[src/rtl/mem_stage_pkg.sv]
// mem_stage_pkg
// Shared constants for the MEM stage: funct3 access-size encodings,
// the MEM-stage FSM state encoding and the MEM/WB bubble destination.
// No ports; imported by mem_align and mem_stage.
package mem_stage_pkg;

  // Access-size encodings carried on funct3
  localparam logic [2:0] F3_B  = 3'b000;
  localparam logic [2:0] F3_H  = 3'b001;
  localparam logic [2:0] F3_W  = 3'b010;
  localparam logic [2:0] F3_BU = 3'b100;
  localparam logic [2:0] F3_HU = 3'b101;

  // MEM-stage FSM states
  localparam logic [1:0] ST_IDLE   = 2'd0;
  localparam logic [1:0] ST_ACCESS = 2'd1;
  localparam logic [1:0] ST_DONE   = 2'd2;

  // Destination register of a squashed / empty writeback slot
  localparam logic [4:0] RD_BUBBLE = 5'd0;

endpackage

[src/rtl/mem_align.sv]
// mem_align
// Purely combinational data-path helpers for the MEM stage.
// Ports:
//   funct3, addr_lo, store_data  - access issued from IDLE (current inputs)
//   fault                        - misaligned address or illegal funct3
//   be, wdata                    - byte enables and lane-replicated store data
//   ld_funct3, ld_addr_lo, rdata - latched access plus the returned bus word
//   load_data                    - selected and sign/zero-extended load value
module mem_align
  import mem_stage_pkg::*;
(
  input  logic [2:0]  funct3,
  input  logic [1:0]  addr_lo,
  input  logic [31:0] store_data,
  output logic        fault,
  output logic [3:0]  be,
  output logic [31:0] wdata,
  input  logic [2:0]  ld_funct3,
  input  logic [1:0]  ld_addr_lo,
  input  logic [31:0] rdata,
  output logic [31:0] load_data
);

  logic [7:0]  ld_byte;
  logic [15:0] ld_half;

  // Fault check: halves need an even address, words a 4-byte aligned one,
  // and the three unused funct3 codes are always rejected.
  always_comb begin
    fault = 1'b0;
    case (funct3)
      F3_B, F3_BU: fault = 1'b0;
      F3_H, F3_HU: fault = addr_lo[0];
      F3_W:        fault = (addr_lo != 2'b00);
      default:     fault = 1'b1;
    endcase
  end

  // Lane steering: the low two funct3 bits give the size for both loads
  // and stores, so the signedness bit does not affect the enables.
  always_comb begin
    be    = 4'b1111;
    wdata = store_data;
    case (funct3[1:0])
      2'b00: begin
        be    = 4'b0001 << addr_lo;
        wdata = {4{store_data[7:0]}};
      end
      2'b01: begin
        be    = addr_lo[1] ? 4'b1100 : 4'b0011;
        wdata = {2{store_data[15:0]}};
      end
      default: begin
        be    = 4'b1111;
        wdata = store_data;
      end
    endcase
  end

  // Load extraction uses the latched access, since the bus word arrives
  // while the upstream inputs may already be presenting something else.
  always_comb begin
    ld_byte   = rdata[{ld_addr_lo, 3'b000} +: 8];
    ld_half   = ld_addr_lo[1] ? rdata[31:16] : rdata[15:0];
    load_data = rdata;
    case (ld_funct3)
      F3_B:    load_data = {{24{ld_byte[7]}}, ld_byte};
      F3_H:    load_data = {{16{ld_half[15]}}, ld_half};
      F3_BU:   load_data = {24'd0, ld_byte};
      F3_HU:   load_data = {16'd0, ld_half};
      default: load_data = rdata;
    endcase
  end

endmodule

[src/rtl/mem_stage.sv]
// mem_stage
// Pipeline MEM stage: issues data-memory requests, stalls upstream while an
// access is outstanding, and registers the result into MEM/WB.
// All state updates on the falling edge of clk, like the pipeline buffers.
// Ports:
//   clk, rst (async, active-low)
//   MemRead_i, MemtoReg_i, MemWrite_i, ALUResult_i, MemData_i, rd_i,
//   funct3_i                      - from the EX/MEM buffer
//   dmem_req_o/we_o/addr_o/wdata_o/be_o, dmem_rdata_i, dmem_ready_i
//                                 - data-memory request/ready handshake
//   stall_o                       - freezes PC/IF/ID/EX buffers
//   MemtoReg_o, rd_o, ALUResult_o, ReadData_o - MEM/WB register
//   misalign_o, bus_err_o         - one-cycle fault pulses
module mem_stage
  import mem_stage_pkg::*;
#(
  parameter int TIMEOUT_CYCLES = 16,
  parameter int CNT_W          = 5
) (
  input  logic        clk,
  input  logic        rst,
  input  logic        MemRead_i,
  input  logic        MemtoReg_i,
  input  logic        MemWrite_i,
  input  logic [31:0] ALUResult_i,
  input  logic [31:0] MemData_i,
  input  logic [4:0]  rd_i,
  input  logic [2:0]  funct3_i,
  output logic        dmem_req_o,
  output logic        dmem_we_o,
  output logic [31:0] dmem_addr_o,
  output logic [31:0] dmem_wdata_o,
  output logic [3:0]  dmem_be_o,
  input  logic [31:0] dmem_rdata_i,
  input  logic        dmem_ready_i,
  output logic        stall_o,
  output logic        MemtoReg_o,
  output logic [4:0]  rd_o,
  output logic [31:0] ALUResult_o,
  output logic [31:0] ReadData_o,
  output logic        misalign_o,
  output logic        bus_err_o
);

  logic [1:0]       state;
  logic [CNT_W-1:0] cnt;
  logic             mem_op;
  logic             fault;
  logic [3:0]       be_next;
  logic [31:0]      wdata_next;
  logic [31:0]      load_data;

  // Access held across ACCESS/DONE for writeback and load extension
  logic [2:0]       funct3_q;
  logic [31:0]      alu_q;
  logic [4:0]       rd_q;
  logic             memtoreg_q;
  logic [31:0]      rdata_q;
  logic             timed_out_q;

  assign mem_op = MemRead_i | MemWrite_i;

  mem_align u_align (
    .funct3     (funct3_i),
    .addr_lo    (ALUResult_i[1:0]),
    .store_data (MemData_i),
    .fault      (fault),
    .be         (be_next),
    .wdata      (wdata_next),
    .ld_funct3  (funct3_q),
    .ld_addr_lo (alu_q[1:0]),
    .rdata      (dmem_rdata_i),
    .load_data  (load_data)
  );

  // Stall is raised combinationally as soon as an aligned access is seen so
  // the upstream buffers freeze on the same edge the request is latched.
  // Gating with rst keeps it low while reset is asserted.
  always_comb begin
    stall_o = 1'b0;
    if (rst) begin
      case (state)
        ST_IDLE:   stall_o = mem_op & ~fault;
        ST_ACCESS: stall_o = 1'b1;
        default:   stall_o = 1'b0;
      endcase
    end
  end

  // FSM, timeout counter, bus request registers and MEM/WB register.
  // A ready arriving on the IDLE edge is ignored because ready is only
  // examined in ACCESS, i.e. from the edge after the request rises.
  // When MemRead and MemWrite are both set the access is a load.
  always_ff @(negedge clk or negedge rst) begin
    if (!rst) begin
      state        <= ST_IDLE;
      cnt          <= '0;
      dmem_req_o   <= 1'b0;
      dmem_we_o    <= 1'b0;
      dmem_addr_o  <= '0;
      dmem_wdata_o <= '0;
      dmem_be_o    <= '0;
      MemtoReg_o   <= 1'b0;
      rd_o         <= RD_BUBBLE;
      ALUResult_o  <= '0;
      ReadData_o   <= '0;
      misalign_o   <= 1'b0;
      bus_err_o    <= 1'b0;
      funct3_q     <= '0;
      alu_q        <= '0;
      rd_q         <= RD_BUBBLE;
      memtoreg_q   <= 1'b0;
      rdata_q      <= '0;
      timed_out_q  <= 1'b0;
    end else begin
      misalign_o <= 1'b0;
      bus_err_o  <= 1'b0;
      case (state)
        ST_IDLE: begin
          if (!mem_op) begin
            MemtoReg_o  <= MemtoReg_i;
            rd_o        <= rd_i;
            ALUResult_o <= ALUResult_i;
            ReadData_o  <= '0;
          end else begin
            MemtoReg_o  <= 1'b0;
            rd_o        <= RD_BUBBLE;
            ALUResult_o <= '0;
            ReadData_o  <= '0;
            if (fault) begin
              misalign_o <= 1'b1;
            end else begin
              dmem_req_o   <= 1'b1;
              dmem_we_o    <= MemWrite_i & ~MemRead_i;
              dmem_addr_o  <= {ALUResult_i[31:2], 2'b00};
              dmem_wdata_o <= wdata_next;
              dmem_be_o    <= be_next;
              funct3_q     <= funct3_i;
              alu_q        <= ALUResult_i;
              rd_q         <= rd_i;
              memtoreg_q   <= MemtoReg_i;
              rdata_q      <= '0;
              timed_out_q  <= 1'b0;
              cnt          <= '0;
              state        <= ST_ACCESS;
            end
          end
        end
        ST_ACCESS: begin
          if (dmem_ready_i) begin
            if (!dmem_we_o) begin
              rdata_q <= load_data;
            end
            dmem_req_o <= 1'b0;
            state      <= ST_DONE;
          end else if (cnt == CNT_W'(TIMEOUT_CYCLES - 1)) begin
            dmem_req_o  <= 1'b0;
            bus_err_o   <= 1'b1;
            timed_out_q <= 1'b1;
            state       <= ST_DONE;
          end else begin
            cnt <= cnt + 1'b1;
          end
        end
        ST_DONE: begin
          if (timed_out_q) begin
            MemtoReg_o  <= 1'b0;
            rd_o        <= RD_BUBBLE;
            ALUResult_o <= '0;
            ReadData_o  <= '0;
          end else begin
            MemtoReg_o  <= memtoreg_q;
            rd_o        <= rd_q;
            ALUResult_o <= alu_q;
            ReadData_o  <= rdata_q;
          end
          state <= ST_IDLE;
        end
        default: state <= ST_IDLE;
      endcase
    end
  end

endmodule

[config.mk]
export PLATFORM = sky130hd
export DESIGN_NAME = mem_stage
export DESIGN_NICKNAME = d
export VERILOG_FILES = /design/src/rtl/mem_stage_pkg.sv /design/src/rtl/mem_align.sv /design/src/rtl/mem_stage.sv
export SDC_FILE = /design/constraint.sdc
export NUM_CORES = 1
export LEC_CHECK = 0
export CAP_MARGIN = 15
export CORE_ASPECT_RATIO = 1.75
export CORE_MARGIN = 5
export CORE_UTILIZATION = 50
export DETAILED_ROUTE_END_ITERATION = 6
export GPL_ROUTABILITY_DRIVEN = 0
export MAX_ROUTING_LAYER = met4
export PLACE_DENSITY = 0.82
export SETUP_SLACK_MARGIN = 0.15
export SLEW_MARGIN = 20
export SYNTH_ARGS = -nofsm -noshare
export SYNTH_HDL_FRONTEND = slang
export SYNTH_HIERARCHICAL = 1
export SYNTH_SLANG_ARGS = --single-unit
[constraint.sdc]
create_clock -name clk -period 4.36 [get_ports clk]
set_input_delay 0.654 -clock clk [delete_from_list [all_inputs] [get_ports clk]]
set_output_delay 0.654 -clock clk [all_outputs]
set_load 0.005 [all_outputs]
==> flow_summary.toml <==
[timing]
worst_slew_pin_slew_ns = 1.05
grt_setup_unrepaired = "yes"
setup_viol = 21
post-route-worst-setup-slack_ns = -0.0696
skew_ns = 0.0104
maxSlewViolCount = 0
final-hold-violation-count = 0
slew_headroom_pct = 29.8

[routing]
ant_nets = 0
detail_route.first_pass.iterations = 6
drc = 0
vias = 7508
wirelength_mm = 28.9
first_iter_violations = 526
wire_per_inst_um = 22.1
viasPerCell = 5.75

[outcome]
status = "complete, but fails checks"
violations = "negative setup slack"

[synthesis]
synth_ff_type = "dfrtn_1"
syn_area_um2 = 9470
synthArstFlopShare_pct = 100
synth_top_area_cell = "dfrtn_1"
synth.top_cell.area_share_pct = 50.5
synth_common_cells = "dfrtn_1 (191), mux2_2 (94), a22o_1 (60)"
ys_types = 50
synth_edf_count = 0
yosysWarnings = 6
synth.most_common_cell = "dfrtn_1"
syn_avg_cell_area_um2 = 12.0
synthTopCellsByArea = "dfrtn_1 (50%), mux2_2 (11%), a22o_1 (5.5%)"
postSynthCellCount = 787
yosysSeqAreaShare_pct = 50.5
ys_ff_latch = 191

[place]
dp_hpwl_mm = 19.1
io_buffers = 250
place_ws_ns = -0.659
place_area_um2 = 12500
placed_cells = 1231

[layout]
syn_to_final_growth_pct = 45.8
design_area_um2 = 13800
n_fill_cell = 1214
drive_gt1_share_pct = 26.9
layout.cells.non_filler = 1305
nets = 1165

[cts]
cts.sinks = 191
clock_path_buffers = 2
cts_root_buf = "clkbuf_16"
clkSlewWorstSetupHoldPaths_ns = 0.05
cts_tree = "yes"
cts_buffers = 17
clk_latency_ns = 0.41
cts-htree-levels = 4

[min_path]
hold_class = "register to register"

[worst_setup_path]
arrival_ns = 3.78
critical_path.max_stage_delay_ns = 0.44
critPathLaunchType = "register"
cp.required_ns = 3.71
endpoint_kind = "primary output"
worstPathMaxFanout = 28
path_cells = "buf_4 > inv_1 > o211a_1 > buf_6"
critical_path.slowest_cell = "dfrtn_1"
path_class = "register to primary output"

[global_routing]
grt_max_degree = 102
grt-ovfl-total = 0
grt_pass1_wl_mm = 43.6
antenna_found_initial = 2
grt_pass1_vias = 7988
grtUsageTotal_pct = 26.2

[run]
cap_violations = 0

[die]
die_y_um = 192
std_cell_rows = 66
core_area_um2 = 18700
ioPinCount = 253
start_util_pct = 50.7
fp.dieArea_um2 = 21900
die_w_um = 114

[pwr]
vdd_drop_max_uv = 294
p_leak_nw = 7.17
powerDensity_nw_per_um2 = 524
cell usage in the layout (no fill, tap or decap), drive strengths merged, types with 3 or more instances in the layout:
master	netlist	final
o22a	8	8
nand2b	3	3
a222oi	20	20
dfrtn	191	191
a21o	15	15
a221o	9	9
nor3	5	5
a21oi	13	13
clkdlybuf4s50	0	153
a32o	13	13
nand2	58	58
ha	3	3
clkinv	0	5
mux2i	22	22
inv	27	33
nand3b	8	8
a22o	60	60
buf	82	110
nor2	8	8
a211o	3	3
mux2	113	113
clkbuf	23	20
and3	4	4
nor2b	30	30
a22oi	19	19
dlymetal6s2s	0	52
o21ai	27	27
dlygate4sd2	0	34
worst max-delay path, delay by kind of cell (launching register included):
family                 cells  cell delay [ns]
AO/OA/AOI/OAI              1             0.13
flip-flops                 1             0.44
buffers and inverters      3             0.62
power breakdown:
| group | leakage [nW] | total, W | switching [W] | internal [W] |
|---|---|---|---|---|
| clock network | 0.286 | 0.00158 | 0.000749 | 0.000828 |
| logic | 4.44 | 0.00293 | 0.00115 | 0.00178 |
| registers | 2.44 | 0.00273 | 0.000409 | 0.00233 |
what timing repair did:
item / 4_1_cts / 5_1_grt
setup buffers: 15 / 19
setup endpoints to repair: 150 / 147
endpoints found under the hold margin: 0 / 0
gates cloned: 5 / 1
pin swaps: 3 / 3
gates resized for setup: 102 / 100
hold buffers: 0 / 0
kinds of logic after synthesis:
kind of cell / share of synthesized area, %
mux: 16.8
compound gates: 16.7
flops: 50.5
simple gates: 7.07
fa+ha+maj: 0.396
buf+inv: 8.53
other cells: 0.0396
metrics by stage:
| step | total power, W | hold slack (ns) | utilization, % | TNS (ns) |
|---|---|---|---|---|
| global placement | 0.00538 | 0.430 | 66.8 | -52.60 |
| CTS | 0.00710 | 0.438 | 71.5 | -0.0659 |
| floorplan | 0.00432 | 0.426 | - | -4.23 |
| finish | 0.00724 | 0.436 | 74.0 | -0.498 |
| detailed placement | 0.00546 | 0.437 | 66.8 | -55.39 |
| global route | 0.00759 | 0.462 | 74.0 | -2.61 |
final timing paths:
kind,startpoint,endpoint,slack [ns],cells after the start
worst max-delay path,state[1],stall_o,-0.07,4
worst min-delay path,ALUResult_o[24],ALUResult_o[24],0.44,2
worst max register to register,alu_q[0],rdata_q[21],1.69,7
worst min register to register,ALUResult_o[24],ALUResult_o[24],0.44,2
max in group asynchronous,rst,rdata_q[0],1.41,2
min in group asynchronous,rst,alu_q[25],2.27,1
flip-flops by register name (all words and copies together) (netlist names):
register,cells
ALUResult_o,32
MemtoReg_o,1
ReadData_o,32
alu_q,32
bus_err_o,1
cnt,5
dmem_be_o,4
dmem_req_o,1
dmem_wdata_o,32
dmem_we_o,1
funct3_q,3
memtoreg_q,1
misalign_o,1
rd_o,5
rd_q,5
rdata_q,32
state,2
timed_out_q,1
area by class of cell:
| class | instances | area, um2 | area share, % |
|---|---|---|---|
| inverters | 27 | 101 | 0.734 |
| repair buffers | 350 | 3730 | 27.0 |
| flip-flops and latches | 191 | 4780 | 34.6 |
| well taps | 238 | 298 | 2.16 |
| multi-input cells | 465 | 4310 | 31.2 |
| diodes | 2 | 5.00 | 0.0362 |
| clock inverters | 13 | 146 | 1.06 |
| clock buffers | 19 | 443 | 3.21 |
per-layer routing:
layer,wire [um],GRT usage (%),vias to the layer above
met1,10700,29.3,3751
met5,0,-,-
met3,1770,5.67,75
met4,1410,12.3,0
met2,15000,44.6,319
li1,-,-,3363
Note: power is estimated with default switching activity, not from simulation.
